===== config.mk =====
export PLATFORM = sky130hd
export DESIGN_NAME = regfile_wb_arbiter
export DESIGN_NICKNAME = d
export VERILOG_FILES = /design/src/rtl/regfile_wb_arbiter.sv
export SDC_FILE = /design/constraint.sdc
export NUM_CORES = 1
export LEC_CHECK = 0
export CORE_MARGIN = 2
export CORE_UTILIZATION = 63
export DETAILED_ROUTE_END_ITERATION = 8
export DONT_BUFFER_PORTS = 1
export PLACE_DENSITY = 0.82
export SLEW_MARGIN = 15
export SYNTH_ARGS = -nofsm -noshare
export SYNTH_HDL_FRONTEND = slang
export SYNTH_SLANG_ARGS = --single-unit

===== constraint.sdc =====
create_clock -name clk -period 7.6 [get_ports clk]
set_input_delay 1.9 -clock clk [delete_from_list [all_inputs] [get_ports clk]]
set_output_delay 1.9 -clock clk [all_outputs]
set_load 0.02 [all_outputs]

===== src/rtl/regfile_wb_arbiter.sv =====
// regfile_wb_arbiter: shares the regfile write port between pipeline writeback and a long-latency FIFO
// Ports: clk, reset_n (async active-low); a_* pipeline writeback (always wins, never stalls);
//    b_valid/b_ready/b_addr/b_data long-latency results into a DEPTH-entry FIFO;
//    iss_valid/iss_rd long-latency issue; qry_*/busy_* decode hazard lookups;
//    pipe_stall when the FIFO head has waited STARVE_LIMIT cycles; we3/wa3/wd3 regfile write port.
// Build option REGFILE_SCOREBOARD_EN adds the pending-write scoreboard; without it busy_* are tied 0.
module regfile_wb_arbiter #(
   parameter int DEPTH = 4,
   parameter int STARVE_LIMIT = 8
) (
   input  logic        clk,
   input  logic        reset_n,
   input  logic        a_valid,
   input  logic [4:0]  a_addr,
   input  logic [63:0] a_data,
   input  logic        b_valid,
   output logic        b_ready,
   input  logic [4:0]  b_addr,
   input  logic [63:0] b_data,
   input  logic        iss_valid,
   input  logic [4:0]  iss_rd,
   input  logic [4:0]  qry_ra1,
   input  logic [4:0]  qry_ra2,
   input  logic [4:0]  qry_rd,
   output logic        busy_ra1,
   output logic        busy_ra2,
   output logic        busy_rd,
   output logic        pipe_stall,
   output logic        we3,
   output logic [4:0]  wa3,
   output logic [63:0] wd3
);
   localparam int AW = $clog2(DEPTH);
   localparam int PW = AW + 1;
   localparam int CW = $clog2(STARVE_LIMIT + 1);
   logic [68:0]   mem [DEPTH];
   logic [PW-1:0] wptr, rptr;
   logic [CW-1:0] cnt;
   logic          src_b, full, empty, push, pop;
   logic [4:0]    head_addr;
   logic [63:0]   head_data;
   // extra pointer bit distinguishes full from empty when the indices match
   assign empty = wptr == rptr;
   assign full = (wptr[AW] != rptr[AW]) && (wptr[AW-1:0] == rptr[AW-1:0]);
   assign push = b_valid && !full;
   assign pop = !a_valid && !empty;
   assign {head_addr, head_data} = mem[rptr[AW-1:0]];
   assign b_ready = !full;
   assign pipe_stall = cnt == CW'(STARVE_LIMIT);
   always_ff @(posedge clk)
      if (push) mem[wptr[AW-1:0]] <= {b_addr, b_data};
   always_ff @(posedge clk or negedge reset_n)
      if (!reset_n) begin
         wptr  <= '0;
         rptr  <= '0;
         cnt   <= '0;
         we3   <= 1'b0;
         wa3   <= '0;
         wd3   <= '0;
         src_b <= 1'b0;
      end else begin
         wptr  <= wptr + PW'(push);
         rptr  <= rptr + PW'(pop);
         cnt   <= (empty || pop) ? '0 : pipe_stall ? cnt : cnt + CW'(1);
         // register 31 is hardwired zero: FIFO entries to it are popped but never written
         we3   <= a_valid ? a_addr != 5'd31 : pop && head_addr != 5'd31;
         src_b <= !a_valid;
         if (a_valid || pop) begin
            wa3 <= a_valid ? a_addr : head_addr;
            wd3 <= a_valid ? a_data : head_data;
         end
      end
`ifdef REGFILE_SCOREBOARD_EN
   logic [31:0] pend, pend_set, pend_clr;
   assign pend_set = (iss_valid && iss_rd != 5'd31) ? 32'd1 << iss_rd : 32'd0;
   assign pend_clr = (we3 && src_b) ? 32'd1 << wa3 : 32'd0;
   always_ff @(posedge clk or negedge reset_n)
      if (!reset_n) pend <= '0;
      else pend <= ((pend & ~pend_clr) | pend_set) & 32'h7fff_ffff;
   assign busy_ra1 = pend[qry_ra1];
   assign busy_ra2 = pend[qry_ra2];
   assign busy_rd  = pend[qry_rd];
`else
   logic unused_sb;
   assign unused_sb = ^{iss_valid, iss_rd, qry_ra1, qry_ra2, qry_rd, src_b};
   assign busy_ra1 = 1'b0;
   assign busy_ra2 = 1'b0;
   assign busy_rd  = 1'b0;
`endif
endmodule


### Yosys cells after proc, flatten, opt, wreduce, memory -nomap -nowiden

Memories as Yosys holds them, arrays and structs flattened.
Index checks and enable logic that the tools add are counted.

| cells by class | value |
|---|---|
| $add $sub $neg | 3 |
| multipliers | 0 |
| divide/modulo/power cells | 0 |
| magnitude comparators | 0 |
| eq/ne operators | 7 |
| shift-type cells | 0 |
| multiplexer cells | 7 |
| bitwise gates (word level) | 0 |
| reductions and logical operators | 9 |

Operators by type and width:

| operator | number |
|---|---|
| $mux W64 | 1 |
| $ne A5 B5 Y1 const B | 2 |
| $mux W4 | 2 |
| $add A3 B1 Y3 | 2 |
| $mux W5 | 1 |
| $add A4 B1 Y4 const B | 1 |
| $eq A4 B4 Y1 const B | 1 |
| $logic_and A1 B1 Y1 | 4 |
| $eq A3 B3 Y1 | 1 |
| $logic_not A1 Y1 | 3 |
| $mux W1 | 3 |
| $eq A2 B2 Y1 | 1 |
| $logic_or A1 B1 Y1 | 2 |
| $ne A2 B1 Y1 const B | 1 |
| $ne A1 B1 Y1 | 1 |

| word-level totals | value |
|---|---|
| bits in registers | 80 |
| latch bits | 0 |
| RAM bits | 276 |
| memory bits (read-only) | 0 |
| bits of input ports | 163 |
| output and inout port bits | 75 |
| word-level logic and storage cells | 33 |
| memories kept | 1 |

Memories:

| name | words | width | rd ports | clocked after Yosys merged registers in | wr ports | RTL line | source |
|---|---|---|---|---|---|---|---|
| mem | 4 | 69 | 1 | 0 | 1 | 36 | `logic [68:0] mem [DEPTH];` |

### Depth between registers and ports, before layout

Gate-level depths: netlist of the first run.

| logic depth | value |
|---|---|
| depth after elaboration | 6 |
| mapped depth | 8 |

### Least setup slack after synthesis of the first run

OpenSTA, ideal clock, no wires.

| timing | value |
|---|---|
| kind | input-to-reg |
| from | in b_valid |
| to | mem mem[2][0], enable pin |
| data arrival time | 7.063 ns |
| data required time | 7.005 ns |
| path slack | -0.058 ns |
| cell stages on the path | 2 |
| cells stage by stage | nand2_1 > nor3b_1 |

| between the ends | value |
|---|---|
| word-level cells in the longest chain between the ends | 3 |

Ends and longest elaborated chain:

| item | RTL line | source |
|---|---|---|
| start: declaration | 16 | `input logic b_valid,` |
| $logic_and A1 B1 Y1 | 45 | `assign push = b_valid && !full;` |
| $mux W1 | 51 | `if (push) mem[wptr[AW-1:0]] <= {b_addr, b_data};` |
| $mux W1 (implied by the code) | 51 |  |
| end: declaration | 36 |  |

Every way passes these cells.

### Final worst setup path of the first run

| timing | value |
|---|---|
| from | reg rptr[1] |
| to | out b_ready |

| between the ends | value |
|---|---|
| word-level cells in the longest chain between the ends | 3 |

Ends and longest elaborated chain:

| item | RTL line | source |
|---|---|---|
| start: declaration | 37 | `logic [PW-1:0] wptr, rptr;` |
| start signal: assignment | 63 | `rptr <= rptr + PW'(pop);` |
| $eq A2 B2 Y1 | 44 | `assign full = (wptr[AW] != rptr[AW]) && (wptr[AW-1:0] == rptr[AW-1:0]);` |
| $logic_and A1 B1 Y1 | 44 |  |
| $logic_not A1 Y1 | 48 | `assign b_ready = !full;` |
| end: declaration | 17 | `output logic b_ready,` |

Every way passes these cells.

==> impl_metrics.py, run 1 <==
metrics = {
    "status": {
        "status": "finished clean",
    },
    "grt": {
        "grt_max_degree": 142,
        "grt_usage_pct": 21.7,
        "grt_pass1_vias": 6779,
        "grt_pass1_wl_mm": 37.0,
        "grt_antenna_before_repair": 0,
        "grt_overflow": 0,
    },
    "timing": {
        "hold_viol_final": 0,
        "period_needed_ns": 4.07,
        "maxSlewHeadroom_pct": 27.5,
        "rsz0062_at_grt": "no",
        "fin_skew_ns": 0.0214,
        "drv_slew": 0,
        "worst_pin_slew_ns": 1.09,
        "finalSetupViolations": 0,
        "layout_setup_ws_ns": 3.53,
        "finalCritPeriodShare_pct": 53.5,
        "fmax_mhz": 246,
    },
    "cells_and_area": {
        "area_growth_pct": 9.22,
        "final_cell_mix": "edfxtp_1, dfrtp_1, nand2_1",
        "drive_above_1_share_pct": 17.0,
        "fillers": 1317,
        "layout_commonest_cell": "edfxtp_1",
        "fin_nets": 894,
        "diodes": 0,
    },
    "clocking": {
        "post_cts_buffers": 0,
        "clock-sinks": 356,
        "tritoncts": "yes",
        "ctsResizeCount": 0,
        "holdBufCountCts": 0,
        "cts_buffers": 36,
        "clkLatencyLatePin_ns": 0.52,
        "clockBufferDepth": 3,
        "htree_levels": 2,
        "clkTransAtPathRegs_ns": 0.06,
        "ctsRootBufferMaster": "clkbuf_16",
    },
    "pwr": {
        "vdd_drop_max_uv": 230,
        "p_per_area_nw_per_um2": 424,
        "p_leak_nw": 5.55,
        "finalPower_w": 0.00637,
    },
    "logic_synthesis": {
        "synth_top_area_cell": "edfxtp_1",
        "synth_top_area_share_pct": 60.3,
        "synth.distinct_cells": 27,
        "ys_warn_count": 0,
        "synth_seq_area_share_pct": 74.9,
        "yosys-top-cells-area": "edfxtp_1, dfrtp_1, mux4_2",
        "ys_ff_latch": 356,
        "syn_area_per_cell_sq_um": 19.2,
        "netlist_area_sq_um": 13700,
        "netlist_instances": 715,
    },
    "routing": {
        "drc_errors": 0,
        "drt_iter0_markers": 424,
        "dr.pass1.iters": 5,
        "routedWlPerCell_um": 24.1,
        "ant_nets": 0,
        "vias": 6473,
        "viasPerCell": 6.27,
        "drt_wl_total_mm": 24.9,
    },
    "place": {
        "dp_worst_setup_slack_ns": 3.98,
        "dp_hpwl_mm": 15.0,
        "place.gp.congestion": 0.720,
        "io_buffers": 0,
    },
    "floorplan": {
        "initial_utilization_pct": 63.6,
        "die_w_um": 152,
        "die_y_um": 152,
        "coreArea_sq_um": 21600,
        "io_pins": 238,
        "die_area_sq_um": 23000,
        "rows": 54,
    },
    "worst_hold_path": {
        "hp-start": "rptr[2]$_DFF_PN0_",
        "holdCritPathClass": "reg2reg",
    },
    "critical_path": {
        "cp-start-kind": "flip-flop",
        "cp-startpoint": "rptr[1]$_DFF_PN0_",
        "r2r-start": "rptr[1]$_DFF_PN0_",
        "arrival_ns": 2.17,
        "worstSetupPathType": "reg2out",
        "required_ns": 5.70,
        "end_kind": "output port",
        "crit_fanout": 71,
    },
    "run": {
        "drv_cap": 0,
    },
}
==> final timing paths <==
path / cells past startpoint / end / slack [ns]
max: 2 / b_ready / 3.53
min: 1 / rptr[2]$_DFF_PN0_ / 0.49
max reg2reg: 5 / mem[3][35]$_DFFE_PP_ / 4.26
min reg2reg: 1 / rptr[2]$_DFF_PN0_ / 0.49
max in group asynchronous: 0 / wd3[59]$_DFFE_PN0P_ / 6.35
min in group asynchronous: 0 / wd3[2]$_DFFE_PN0P_ / 1.08
==> logic make-up after synthesis <==
family	count (synthesis)	share of synthesized area, %
xor gates and xnor gates	8	0.510
buffers and inverters	45	2.27
muxes	138	16.5
adders and majority gates	6	0.546
other	1	0.0273
DFF	356	74.9
and+or+nand+nor	89	2.64
AOI/OAI and AO/OA	72	2.65
==> synthesized netlist by cell type <==
cell type,instances
buf_4,12
nand3_1,4
o21ai_1,40
nor3_1,2
clkbuf_1,17
conb_1,1
nand3b_1,1
xor2_1,4
nor3b_1,2
nand2_1,73
buf_6,1
a21oi_1,1
mux2i_1,69
mux4_2,64
inv_1,3
edfxtp_1,276
dfrtp_1,80
buf_2,7
buf_12,5
nor2_1,3
and3_1,3
mux4_1,5
xnor2_1,4
nor2b_1,1
a22o_1,1
o21ai_0,30
ha_1,6
==> report_power, final <==
group,internal (W),switching (W)
Clock,0.000941,0.000686
Sequential,0.00267,0.000545
Combinational,0.000754,0.000773
Total,0.00437,0.00200
==> sequential cells by signal, indices dropped and copies added, names as in the netlist <==
name,cells
wa3,5
wd3,64
we3,1
cnt,4
wptr,3
mem,276
rptr,3
==> routing by layer <==
layer | GRT usage [%] | wire length [um] | up-vias
li1 | - | - | 2820
met1 | 26.7 | 9390 | 3329
met2 | 37.2 | 12800 | 275
met3 | 6.26 | 2010 | 49
met4 | 7.45 | 680 | 0
met5 | 0 | 0 | -
==> layout make-up <==
cell class / count / area (sq um) / area share, %
Clock inverter: 10 / 53.8 / 0.359
Tap cell: 280 / 350 / 2.33
Timing Repair Buffer: 12 / 90.1 / 0.600
Multi-Input combinational cell: 316 / 3170 / 21.1
Inverter: 3 / 11.3 / 0.0750
Clock buffer: 56 / 1040 / 6.91
Sequential cell: 356 / 10300 / 68.6
==> per-stage QoR <==
| stage | std cells | hold slack (ns) | TNS [ns] | util [%] | instance area, sq um |
|---|---|---|---|---|---|
| floorplan | 717 | 0.460 | -6.78 | - | 13700 |
| global placement | 967 | 0.477 | 0 | 64.4 | 13900 |
| detailed placement | 967 | 0.482 | 0 | 64.4 | 13900 |
| CTS | 1033 | 0.489 | 0 | 69.4 | 15000 |
| global route | 1033 | 0.497 | 0 | 69.4 | 15000 |
| finish | 1033 | 0.486 | 0 | 69.4 | 15000 |
==> critical path, stage by stage, from the launching register on <==
cell     delay [ns]
dfrtp_4        1.13
xnor2_1        0.21
nand3_1        0.32
Note: power is estimated with default switching activity, not from simulation.
==> run 2: changes to the inputs <==
--- a/config.mk
+++ b/config.mk
@@ -6,10 +6,10 @@
 export NUM_CORES = 1
 export LEC_CHECK = 0
 export CORE_MARGIN = 2
-export CORE_UTILIZATION = 63
+export CORE_UTILIZATION = 57
 export DETAILED_ROUTE_END_ITERATION = 8
 export DONT_BUFFER_PORTS = 1
-export PLACE_DENSITY = 0.82
+export PLACE_DENSITY = 0.78
 export SLEW_MARGIN = 15
 export SYNTH_ARGS = -nofsm -noshare
 export SYNTH_HDL_FRONTEND = slang
==> constraint.sdc (replaced) <==
create_clock -name clk -period 3.3 [get_ports clk]
set_input_delay 0.825 -clock clk [delete_from_list [all_inputs] [get_ports clk]]
set_output_delay 0.825 -clock clk [all_outputs]
set_load 0.02 [all_outputs]
==> run 2 against run 1 <==
  * Cell count is 4.2% higher
  * Clock power grew 130%
  * Clock-buffer cell count down 5
  * Combinational power rose to 2.5 times the previous value
  * Routed wire length up 3.8%
  * Sequential cell count unchanged
  * Worst hold slack lost 0.46 ns
  * Core utilization decreased by 4.9 points
  * First-iteration DRC count increased by 16%
  * Largest cell class unchanged
==> impl_metrics.py, run 2 (synthesis results as in run 1) <==
metrics = {
    "routing": {
        "top_layer": "met4",
        "wl_met2_mm": 13.4,
        "vias": 6509,
        "drc_errors": 0,
        "ant_nets": 0,
        "routedWlPerCell_um": 24.0,
        "wl_met1_mm": 9.89,
        "dr.pass1.iters": 5,
        "drt_wl_total_mm": 25.9,
        "wl_met3_mm": 1.88,
        "drt_iter0_markers": 491,
        "viasPerCell": 6.05,
    },
    "grt": {
        "grt_usage_pct": 20.7,
        "grt_overflow": 0,
        "grt_pass1_vias": 7035,
        "grt_pass1_wl_mm": 39.9,
        "grt_antenna_before_repair": 0,
        "grt_max_degree": 142,
    },
    "pwr": {
        "power_switching_w": 0.00464,
        "p_leak_nw": 5.62,
        "p_per_area_nw_per_um2": 977,
        "vdd_drop_max_uv": 563,
        "internal_power_w": 0.0102,
        "pwr-share-comb_pct": 26.1,
        "p_sw_share_pct": 31.3,
        "power_frac_seq_pct": 48.2,
        "finalPower_w": 0.0148,
        "power_frac_clock_pct": 25.7,
    },
    "timing": {
        "drv_slew": 0,
        "rsz0062_at_grt": "no",
        "maxSlewHeadroom_pct": 27.9,
        "finalSetupViolations": 0,
        "worst_pin_slew_ns": 1.08,
        "fmax_mhz": 390,
        "period_needed_ns": 2.56,
        "finalCritPeriodShare_pct": 77.7,
        "whs_ns": 0.0299,
        "hold_viol_final": 0,
        "setup_tns_ns": 0,
        "fin_skew_ns": 0.0136,
    },
    "critical_path": {
        "crit_path_max_incr_delay_ns": 0.49,
        "arrival_ns": 1.74,
        "crit_path_cell_trace": "inv_1 > ha_1 > nand2_1 > nor2_1",
        "end_kind": "output port",
        "cp-start-kind": "flip-flop",
        "worstSetupPathType": "reg2out",
        "path_buf_inv": 1,
        "slowest_stage": "nor2_1",
        "required_ns": 2.47,
        "critPathTopFamily": "simple AND/OR/NAND/NOR gates",
        "crit_fanout": 4,
    },
    "clocking": {
        "clockBufferDepth": 3,
        "cts_buffers": 37,
        "htree_levels": 2,
        "clkLatencyLatePin_ns": 0.50,
        "tritoncts": "yes",
        "clock-sinks": 356,
        "post_cts_buffers": 0,
        "ctsRootBufferMaster": "clkbuf_16",
        "clkTransAtPathRegs_ns": 0.06,
    },
    "floorplan": {
        "initial_utilization_pct": 58.4,
        "rows": 56,
        "die_y_um": 159,
        "io_pins": 238,
        "die_w_um": 159,
        "coreArea_sq_um": 23500,
        "die_area_sq_um": 25400,
    },
    "place": {
        "io_buffers": 0,
        "place.gp.congestion": 0.757,
        "dp_hpwl_mm": 15.2,
    },
    "status": {
        "status": "finished clean",
    },
    "run": {
        "drv_cap": 0,
    },
    "cells_and_area": {
        "drive_above_1_share_pct": 17.8,
        "largest_reg_flops": 276,
        "fin_nets": 901,
        "final_cell_mix": "edfxtp_1, dfrtp_1, nand2_1",
        "layout_commonest_cell": "edfxtp_1",
        "diodes": 0,
        "area_growth_pct": 10.6,
    },
    "worst_hold_path": {
        "holdCritPathClass": "in2async",
    },
}
## run 2: cell count changes in the layout (fill, tap and decap cells not counted), sizes merged
cell and delta:
bufinv +2, inv -2, dlygate4sd3 +4, buf +2
clkbuf -5, clkinv +3
## run 2: area by class of cell
class | instances | area, sq um
flip-flops and latches | 356 | 10300
well taps | 319 | 399
inverters | 3 | 11.3
multi-input cells | 316 | 3190
fillers | 1567 | 8350
clock inverters | 13 | 115
clock buffers | 51 | 998
repair buffers | 18 | 183
## run 2: stage by stage
stage / util (%) / setup slack (ns) / std cells / instance area [sq um]
5_1_grt: 64.5 / 0.636 / 1076 / 15200
2_1_floorplan: - / 0.00442 / 717 / 13800
4_1_cts: 64.5 / 0.718 / 1075 / 15200
3_3_place_gp: 59.5 / 0.950 / 1007 / 14000
3_5_place_dp: 59.5 / 0.909 / 1007 / 14000
6_report: 64.5 / 0.737 / 1076 / 15200
## run 2: what timing repair did
action / in CTS / in global routing
endpoints found under the hold margin: 26 / 6
resized for setup: 0 / 0
hold buffers: 4 / 1
## run 2: path summary, 6_finish.rpt
kind / startpoint / to / slack (ns) / cells past startpoint
min in group clk: b_data[28] / mem[0][28]$_DFFE_PP_ / 0.41 / 0
worst max register to register: wptr[1]$_DFF_PN0_ / mem[3][54]$_DFFE_PP_ / 0.91 / 6
worst min-delay path: reset_n / wd3[47]$_DFFE_PN0P_ / 0.03 / 0
worst max-delay path: cnt[0]$_DFFE_PN0P_ / pipe_stall / 0.74 / 4
max in group asynchronous: reset_n / cnt[2]$_DFFE_PN0P_ / 1.67 / 1
worst min register to register: rptr[2]$_DFF_PN0_ / rptr[2]$_DFF_PN0_ / 0.49 / 1
## run 2: per-layer routing
layer	up-vias	global-route usage, %
li1	2829	-
met1	3389	25.9
met4	0	7.27
met3	52	5.73
met5	-	0
met2	239	35.2
## run 2: power groups by stage
stage	Combinational [W]	Sequential [W]	Clock [W]
2_1_floorplan	0.00325	0.00708	0
6_report	0.00387	0.00716	0.00382
5_1_grt	0.00420	0.00726	0.00409
4_1_cts	0.00394	0.00717	0.00390
3_3_place_gp	0.00375	0.00716	0
3_5_place_dp	0.00389	0.00725	0
